### config.mk
export PLATFORM = sky130hd
export DESIGN_NAME = bcd_seq_flat
export DESIGN_NICKNAME = d
export VERILOG_FILES = /design/src/rtl/bcd_seq_if.sv /design/src/rtl/bcd_seq.sv /design/src/flat_wrapper.sv
export SDC_FILE = /design/constraint.sdc
export NUM_CORES = 1
export LEC_CHECK = 0
export ABC_AREA = 0
export CAP_MARGIN = 5
export CORE_ASPECT_RATIO = 0.8
export CORE_UTILIZATION = 40
export CTS_CLUSTER_DIAMETER = 30
export DETAILED_ROUTE_END_ITERATION = 10
export GPL_ROUTABILITY_DRIVEN = 0
export SLEW_MARGIN = 20
export SYNTH_ARGS = -nofsm -noshare
export SYNTH_HDL_FRONTEND = slang
export SYNTH_SLANG_ARGS = --single-unit
export TNS_END_PERCENT = 100
### constraint.sdc
create_clock -name clk -period 3 [get_ports clk]
set_input_delay 0.6 -clock clk [delete_from_list [all_inputs] [get_ports clk]]
set_output_delay 0.6 -clock clk [all_outputs]
set_load 0.01 [all_outputs]
### src/rtl/bcd_seq_if.sv
// Handshake and result bus of the signed binary-to-BCD converter.
interface bcd_seq_if;
  logic        start;
  logic [10:0] bin;
  logic        ready;
  logic        valid;
  logic [11:0] bcd;
  logic        neg;
  logic        sat;

  modport master (output start, bin, input ready, valid, bcd, neg, sat);
  modport slave  (input start, bin, output ready, valid, bcd, neg, sat);
endinterface

### src/rtl/bcd_seq.sv
// Sequential signed binary to 3-digit BCD converter (double-dabble).
// Accepts an 11-bit two's-complement operand, clamps its magnitude to
// SAT_VAL and produces sign, saturation flag and BCD digits 11 edges later.
module bcd_seq #(
  parameter int SAT_VAL = 999
) (
  input  logic      clk,
  input  logic      rst_n,
  bcd_seq_if.slave  bus
);

  typedef enum logic [1:0] {IDLE, SHIFT, DONE} state_t;

  localparam logic [10:0] SAT_L = 11'(SAT_VAL);

  state_t      state;
  logic [3:0]  cnt;
  logic [9:0]  mag;
  logic [11:0] bcd_acc;
  logic        neg_i;
  logic        sat_i;

  logic        ready_r;
  logic        valid_r;
  logic [11:0] bcd_r;
  logic        neg_r;
  logic        sat_r;

  logic [10:0] abs_bin;
  logic        acc_sat;
  logic [9:0]  mag_in;
  logic [11:0] adj;
  logic [21:0] shifted;
  logic [11:0] bcd_next;
  logic [9:0]  mag_next;

  assign bus.ready = ready_r;
  assign bus.valid = valid_r;
  assign bus.bcd   = bcd_r;
  assign bus.neg   = neg_r;
  assign bus.sat   = sat_r;

  // Magnitude in 11 bits so that -1024 yields 1024 and saturates.
  always_comb begin
    abs_bin = bus.bin[10] ? (~bus.bin + 11'd1) : bus.bin;
    acc_sat = (abs_bin > SAT_L);
    mag_in  = acc_sat ? SAT_L[9:0] : abs_bin[9:0];
  end

  // Add-3 correction on each digit that would overflow when doubled.
  for (genvar gi = 0; gi < 3; gi++) begin : g_digit
    assign adj[gi*4 +: 4] = (bcd_acc[gi*4 +: 4] >= 4'd5) ?
                            (bcd_acc[gi*4 +: 4] + 4'd3) : bcd_acc[gi*4 +: 4];
  end

  // One double-dabble step: shift the corrected digits and magnitude together.
  always_comb begin
    shifted  = {adj, mag} << 1;
    bcd_next = shifted[21:10];
    mag_next = shifted[9:0];
  end

  // Control FSM with registered handshake and result outputs.
  always_ff @(posedge clk or negedge rst_n) begin
    if (!rst_n) begin
      state   <= IDLE;
      cnt     <= 4'd0;
      mag     <= 10'd0;
      bcd_acc <= 12'h000;
      neg_i   <= 1'b0;
      sat_i   <= 1'b0;
      ready_r <= 1'b1;
      valid_r <= 1'b0;
      bcd_r   <= 12'h000;
      neg_r   <= 1'b0;
      sat_r   <= 1'b0;
    end else begin
      case (state)
        IDLE: begin
          if (bus.start) begin
            state   <= SHIFT;
            ready_r <= 1'b0;
            mag     <= mag_in;
            neg_i   <= bus.bin[10];
            sat_i   <= acc_sat;
            bcd_acc <= 12'h000;
            cnt     <= 4'd0;
          end
        end
        SHIFT: begin
          bcd_acc <= bcd_next;
          mag     <= mag_next;
          cnt     <= cnt + 4'd1;
          // Tenth step: publish the finished digits; a zero result is never negative.
          if (cnt == 4'd9) begin
            state   <= DONE;
            bcd_r   <= bcd_next;
            neg_r   <= neg_i && (bcd_next != 12'h000);
            sat_r   <= sat_i;
            valid_r <= 1'b1;
          end
        end
        DONE: begin
          state   <= IDLE;
          valid_r <= 1'b0;
          ready_r <= 1'b1;
        end
        default: begin
          state   <= IDLE;
          valid_r <= 1'b0;
          ready_r <= 1'b1;
        end
      endcase
    end
  end

endmodule

### src/flat_wrapper.sv
// flat-port wrapper written by rule: the top's interface ports become plain ports
module bcd_seq_flat 
#(
  parameter int SAT_VAL = 999
)
  (clk, rst_n, bus_start, bus_bin, bus_ready, bus_valid, bus_bcd, bus_neg, bus_sat);
  bcd_seq_if bus_i ();
  input  logic clk;
  input  logic rst_n;
  input wire logic [$bits(bus_i.start)-1:0] bus_start;
  input wire logic [$bits(bus_i.bin)-1:0] bus_bin;
  output wire logic [$bits(bus_i.ready)-1:0] bus_ready;
  output wire logic [$bits(bus_i.valid)-1:0] bus_valid;
  output wire logic [$bits(bus_i.bcd)-1:0] bus_bcd;
  output wire logic [$bits(bus_i.neg)-1:0] bus_neg;
  output wire logic [$bits(bus_i.sat)-1:0] bus_sat;
  assign bus_i.start = bus_start;
  assign bus_i.bin = bus_bin;
  assign bus_ready = bus_i.ready;
  assign bus_valid = bus_i.valid;
  assign bus_bcd = bus_i.bcd;
  assign bus_neg = bus_i.neg;
  assign bus_sat = bus_i.sat;
  bcd_seq #(.SAT_VAL(SAT_VAL)) u_core (.clk(clk), .rst_n(rst_n), .bus(bus_i));
endmodule
==> run metrics, run 1 <==
CP max stage cell=or4b_1; pin count of the biggest net entering global routing=47; initial antenna violation count=0; Util after Layout=50.0%; Residual DRC=0; worst-path fanout max=3; GRT Overall Usage=17.6%; Starting Density=41.8%; vias in the first global route=1870; Reg-to-Reg Start=u_core.bcd_acc[4]$_DFFE_PN0P_; Worst Path Buf+Inv=1; Crit. End Element=register; Crit path max-delay family=simple AND/OR/NAND/NOR gates; Final setup violation count=0; Ant. Diodes=0; die area=between 6000 and 7000 µm²; RSZ-0062 raised after global routing=false; I/O pin total=30; syn avg cell area=9.10 µm²; die width=90.1 µm; worst skew pair latency=0.30 ns; hpwl dp=3.81 mm; Max IR drop VDD=0.294 mV; total clock sinks=46; layout cells sized above 1=10.9%; Worst Setup SP=bus_bin[0]; htree depth=2; core footprint=5940 µm²; global-route wire length before repair=approximately 9 mm; std cell rows=25; Port-buffer cells=29; fillers=570; register area share after synthesis=46.4%; fin crit period=2.88 ns; setup bufs post-CTS=0; cell area after synthesis=2480 µm²; Required @ worst endpoint=approximately 3.2 ns; CTS root buffer=clkbuf_8; CTS Hold Bufs=0; DRT Pass-1 Iters=4; Pleak=0.00129 µW; crit path cell chain=clkdlybuf4s50_1 -> or3_4 -> or3_1 -> xnor2_1 -> or4b_1 -> a211oi_2 -> nor2_1 -> a31o_1; worst path arrival time=between 3 and 4 ns; cell type with the largest total area after synthesis=dfrtp_1; total power=2710 µW; routed via count=2003; synthesis-stage register bit count=46; die height=72.5 µm; asr flop ratio synth=between 90% and 100%; final hold vios=0; top cells by count, synth=nand2_1, dfrtp_1, o21ai_0; starting DRC count in detailed routing=90; period utilization=a little over nine tenths; CTS tree=done; maxcap violations=0; clk slew on worst S/H paths=0.08 ns; Yosys warning total=0; Hold Crit Class=in2async; Distinct cells, synth=44; outcome=completed; Final Max Slew Viols=0; Final #Nets=335; pwr/cell area=between 900 and 1000 nW/µm²; DR vias/cell=5.08; Num CTS Buffers=5; Final Skew=about 0.0066 ns; Syn Nets=296; post-CTS sizing=0; relative slew slack=between 20% and 30%; top cells by area, synth=dfrtp_1, nand2_1, o21ai_0; synthesized instance count=~270; Critical Path Start Type=input pin; number of synthesized flops with an enable pin=0; total grt overflow=0; antenna-violating nets left=0; DRT Wirelength=5.22 mm; Syn-to-layout area delta=19.7%; Fmax=348 MHz; DR WL/cell=13.3 µm; Largest stage delay, worst path=0.48 ns; area share of the largest cell type after synthesis=between 40% and 50%; clock buffer depth=2; Slew @ Worst Pin=roughly 1.1 ns; WS Path Type=in2reg; most frequent cell after synthesis=nand2_1; Main synth FF type=dfrtp_1
[where the power goes]
part           internal (µW)  total, µW  switching [µW]  leakage [µW]
Clock                    165        370             205     0.0000385
Combinational            552       1250             694      0.000676
Sequential               894       1090             196      0.000577
[per-stage QoR]
| step | setup TNS (ns) | hold WS (ns) | setup slack [ns] | instances | area, µm² |
|---|---|---|---|---|---|
| final | 0 | 0.293 | 0.124 | 394 | 2970 |
| after global routing | 0 | 0.330 | 0.0218 | 394 | 2970 |
| after CTS | 0 | 0.486 | 0.150 | 394 | 2970 |
| after detailed placement | -0.650 | 0.464 | -0.157 | 386 | 2890 |
| after global placement | -0.388 | 0.459 | -0.110 | 386 | 2890 |
| after floorplan | 0 | 0.304 | 0.347 | 273 | 2480 |
[path summary, 6_finish.rpt]
| path | cells past startpoint | end | slack [ns] |
|---|---|---|---|
| max | 8 | u_core.mag[3]$_DFFE_PN0P_ | 0.12 |
| min | 1 | u_core.mag[7]$_DFFE_PN0P_ | 0.29 |
| max reg2reg | 9 | u_core.bus.neg$_DFFE_PN0P_ | 0.93 |
| min reg2reg | 2 | u_core.bus.bcd[0]$_DFFE_PN0P_ | 0.48 |
| max in group asynchronous | 1 | u_core.cnt[2]$_DFFE_PN0P_ | 2.32 |
| min in group clk | 2 | u_core.bus.bcd[0]$_DFFE_PN0P_ | 0.48 |
[per-layer routing]
metal	GRT usage (%)	up-vias	wire length, µm
met5	0	-	0
met4	5.91	0	50
met3	3.35	5	173
met2	25.9	39	2150
met1	26.1	940	2840
li1	-	1019	-
[cell type report]
cell class	instances	area, µm²	share of cell area (%)
clock buffers	7	76.3	2.57
clock inverters	1	7.51	0.253
inverters	12	45.0	1.52
multi-input cells	204	1200	40.3
flip-flops and latches	46	1150	38.8
well taps	81	101	3.41
repair buffers	43	393	13.2
[flip-flops by register name (all words and copies together), names as in the netlist]
register	cells
u_core.bcd_acc	12
u_core.bus.bcd	12
u_core.mag	10
u_core.cnt	4
u_core.state	2
u_core.bus.neg	1
u_core.bus.ready	1
u_core.bus.sat	1
u_core.bus.valid	1
u_core.neg_i	1
u_core.sat_i	1
[cell families after synthesis]
kind of cell	after synthesis	synth area share (%)
simple gates	111	22.3
compound gates	71	16.8
xor+xnor	13	4.58
flops	46	46.4
fa+ha+maj	9	4.53
buf+inv	23	5.39
[worst register-to-register path: stages, from the launching register on]
cell and delay (ns):
dfrtp_1 0.42, inv_1 0.10, ha_1 0.22, nand2b_1 0.09, a21oi_1 0.27, nor2_1 0.07, a21oi_1 0.27, nand4_1 0.15
o311ai_1 0.30, nand2_1 0.08
[placed cells by master (no fill, tap or decap), types with 2 or more instances in the layout]
master,instances
nor3_1,4
nor2b_1,2
xor2_1,5
inv_1,12
nand3_1,11
ha_1,9
o21ai_1,7
nand4_1,2
o31ai_1,2
or3b_2,2
nor3b_1,3
or3_1,2
nand2b_1,6
nand2_1,48
clkbuf_1,2
a31o_1,3
clkbuf_8,5
nor2_1,18
buf_4,15
or3_4,2
nor4_1,4
dfrtp_1,45
xnor2_1,8
o21ai_0,33
a31oi_1,4
clkdlybuf4s50_1,28
o22ai_1,2
a21oi_1,12
Note: power is estimated with default switching activity, not from simulation.
==> inputs of run 2 (changes only) <==
--- a/config.mk
+++ b/config.mk
@@ -8,6 +8,7 @@
 export ABC_AREA = 0
 export CAP_MARGIN = 5
 export CORE_ASPECT_RATIO = 0.8
+export CORE_MARGIN = 4
 export CORE_UTILIZATION = 40
 export CTS_CLUSTER_DIAMETER = 30
 export DETAILED_ROUTE_END_ITERATION = 10
==> constraint.sdc (replaced) <==
create_clock -name clk -period 2.8 [get_ports clk]
set_input_delay 0.56 -clock clk [delete_from_list [all_inputs] [get_ports clk]]
set_output_delay 0.56 -clock clk [all_outputs]
set_load 0.01 [all_outputs]
==> run metrics, run 2 (synthesis results as in run 1) <==
I/O pin total=30; Port-buffer cells=29; Seq pwr share=38.5%; die width=96.1 µm; die height=about 78 µm; most frequent cells in the layout=nand2_1, dfrtp_1, o21ai_0; global-route wire length before repair=9.36 mm; Required @ worst endpoint=~3.0 ns; Ant. Diodes=0; outcome=completed; core footprint=around 6000 µm²; M2 GR Usage=between 20% and 30%; sw frac=between 30% and 40%; DRT Wirelength=5.57 mm; r2r worst-path depth=9; worst-path fanout max=3; maxcap violations=0; Final Skew=0.00695 ns; pwr/cell area=981 nW/µm²; met3 Track Usage GR=2.68%; total grt overflow=0; htree depth=2; die area=7540 µm²; Critical Path Start Type=input pin; internal power=1840 µW; Fmax=377 MHz; gr busiest metal=met1; fillers=558; DP Area=2950 µm²; hpwl dp=4.21 mm; total clock sinks=between 40 and 50; Comb power frac=a little under half; worst path arrival time=2.83 ns; fin crit period=2.65 ns; GRT Overall Usage=around 16%; relative slew slack=62.9%; CTS tree=done; Util after Layout=51.7%; final hold vios=0; WS Path Type=in2reg; clk slew on worst S/H paths=0.09 ns; Final Max Slew Viols=0; Clock power frac=15.9%; Slew @ Worst Pin=about 0.56 ns; DR WL/cell=approximately 14 µm; Final setup violation count=0; worst skew pair latency=0.30 ns; DR vias/cell=5.07; most common cell after layout, fill and taps aside=nand2_1; CTS root buffer=clkbuf_8; switching pwr=1190 µW; setup TNS=0 ns; met1 GRT Util=24.9%; Max IR drop VDD=between 0.3 and 0.4 mV; reg-to-reg endpoint=u_core.bus.neg$_DFFE_PN0P_; Final Instance Area=3090 µm²; r2r setup slk=0.73 ns; initial antenna violation count=0; pin count of the biggest net entering global routing=33; layout cells sized above 1=15.2%; Final #Nets=345; period utilization=a little over nine tenths; clock buffer depth=2; RSZ-0062 raised after global routing=false; Crit. End Element=register; Worst Setup SP=bus_bin[4]; routed via count=between 2000 and 2500; Residual DRC=0; Syn-to-layout area delta=24.5%; Hold Crit Class=in2async; Num CTS Buffers=5; Starting Density=41.6%; Pleak=0.00139 µW; std cell rows=25; DRT Pass-1 Iters=4; antenna-violating nets left=0; vias in the first global route=1980; Reg-to-Reg Start=u_core.bcd_acc[0]$_DFFE_PN0P_; CTS Hold Bufs=0; starting DRC count in detailed routing=110
-- run 2: cell type report --
type / count / area [µm²] / area share [%]
Clock buffer: 5 / 68.8 / 2.23
Sequential cell: 46 / 1150 / 37.3
Clock inverter: 3 / 40.0 / 1.30
Inverter: 12 / 45.0 / 1.46
Timing Repair Buffer: 53 / 473 / 15.3
Multi-Input combinational cell: 204 / 1210 / 39.2
Tap cell: 81 / 101 / 3.28
-- run 2: through the flow --
step / setup WS, ns / cells / power (µW) / hold WS, ns
after floorplan: 0.187 / 273 / 2040 / 0.264
after global placement: -0.255 / 395 / 2520 / 0.440
after detailed placement: -0.303 / 395 / 2570 / 0.439
after CTS: 0.0171 / 403 / 3050 / 0.112
after global routing: 0.0550 / 404 / 3320 / 0.113
final: 0.148 / 404 / 3030 / 0.113
-- run 2: power by group through the flow --
stage / registers (µW) / logic (µW) / clock network (µW)
6_report: 1170 / 1380 / 484
5_1_grt: 1210 / 1590 / 522
4_1_cts: 1170 / 1390 / 495
3_5_place_dp: 1180 / 1390 / 0
3_3_place_gp: 1170 / 1360 / 0
2_1_floorplan: 1180 / 863 / 0
-- run 2: worst max-delay path by stage --
stage | slack, ns | cells past startpoint | endpoint
3_5_place_dp | -0.30 | 10 | u_core.mag[1]$_DFFE_PN0P_
2_1_floorplan | 0.19 | 7 | u_core.mag[4]$_DFFE_PN0P_
5_1_grt | 0.05 | 8 | u_core.mag[4]$_DFFE_PN0P_
6_report | 0.15 | 8 | u_core.mag[4]$_DFFE_PN0P_
4_1_cts | 0.02 | 10 | u_core.mag[2]$_DFFE_PN0P_
3_3_place_gp | -0.25 | 8 | u_core.mag[4]$_DFFE_PN0P_
-- run 2: worst max-delay path, cell delays in order --
cell and delay, ns:
clkdlybuf4s50_1 0.42, buf_4 0.15, or3_4 0.39, xnor2_1 0.12, or4b_1 0.53, a211oi_2 0.31
nor3_1 0.08, a221o_1 0.27
-- run 2: what timing repair did --
action / in CTS / in global routing
gates resized for setup: 0 / 5
setup buffers: 0 / 1
endpoints found under the setup margin: 0 / 4
-- run 2: routing by layer --
metal | vias to the layer above | wire length (µm)
li1 | 1043 | -
met1 | 952 | 3040
met2 | 47 | 2220
met3 | 7 | 252
met4 | 0 | 61
met5 | - | 0
==> inputs of run 3 (changes only) <==
--- a/config.mk
+++ b/config.mk
@@ -10,6 +10,7 @@
 export CORE_ASPECT_RATIO = 0.8
 export CORE_MARGIN = 4
 export CORE_UTILIZATION = 40
+export CTS_BUF_LIST = sky130_fd_sc_hd__clkbuf_4 sky130_fd_sc_hd__clkbuf_8
 export CTS_CLUSTER_DIAMETER = 30
 export DETAILED_ROUTE_END_ITERATION = 10
 export GPL_ROUTABILITY_DRIVEN = 0
==> results of run 3 <==
No change in the layout: final DEF, timing and power equal those of run 2.
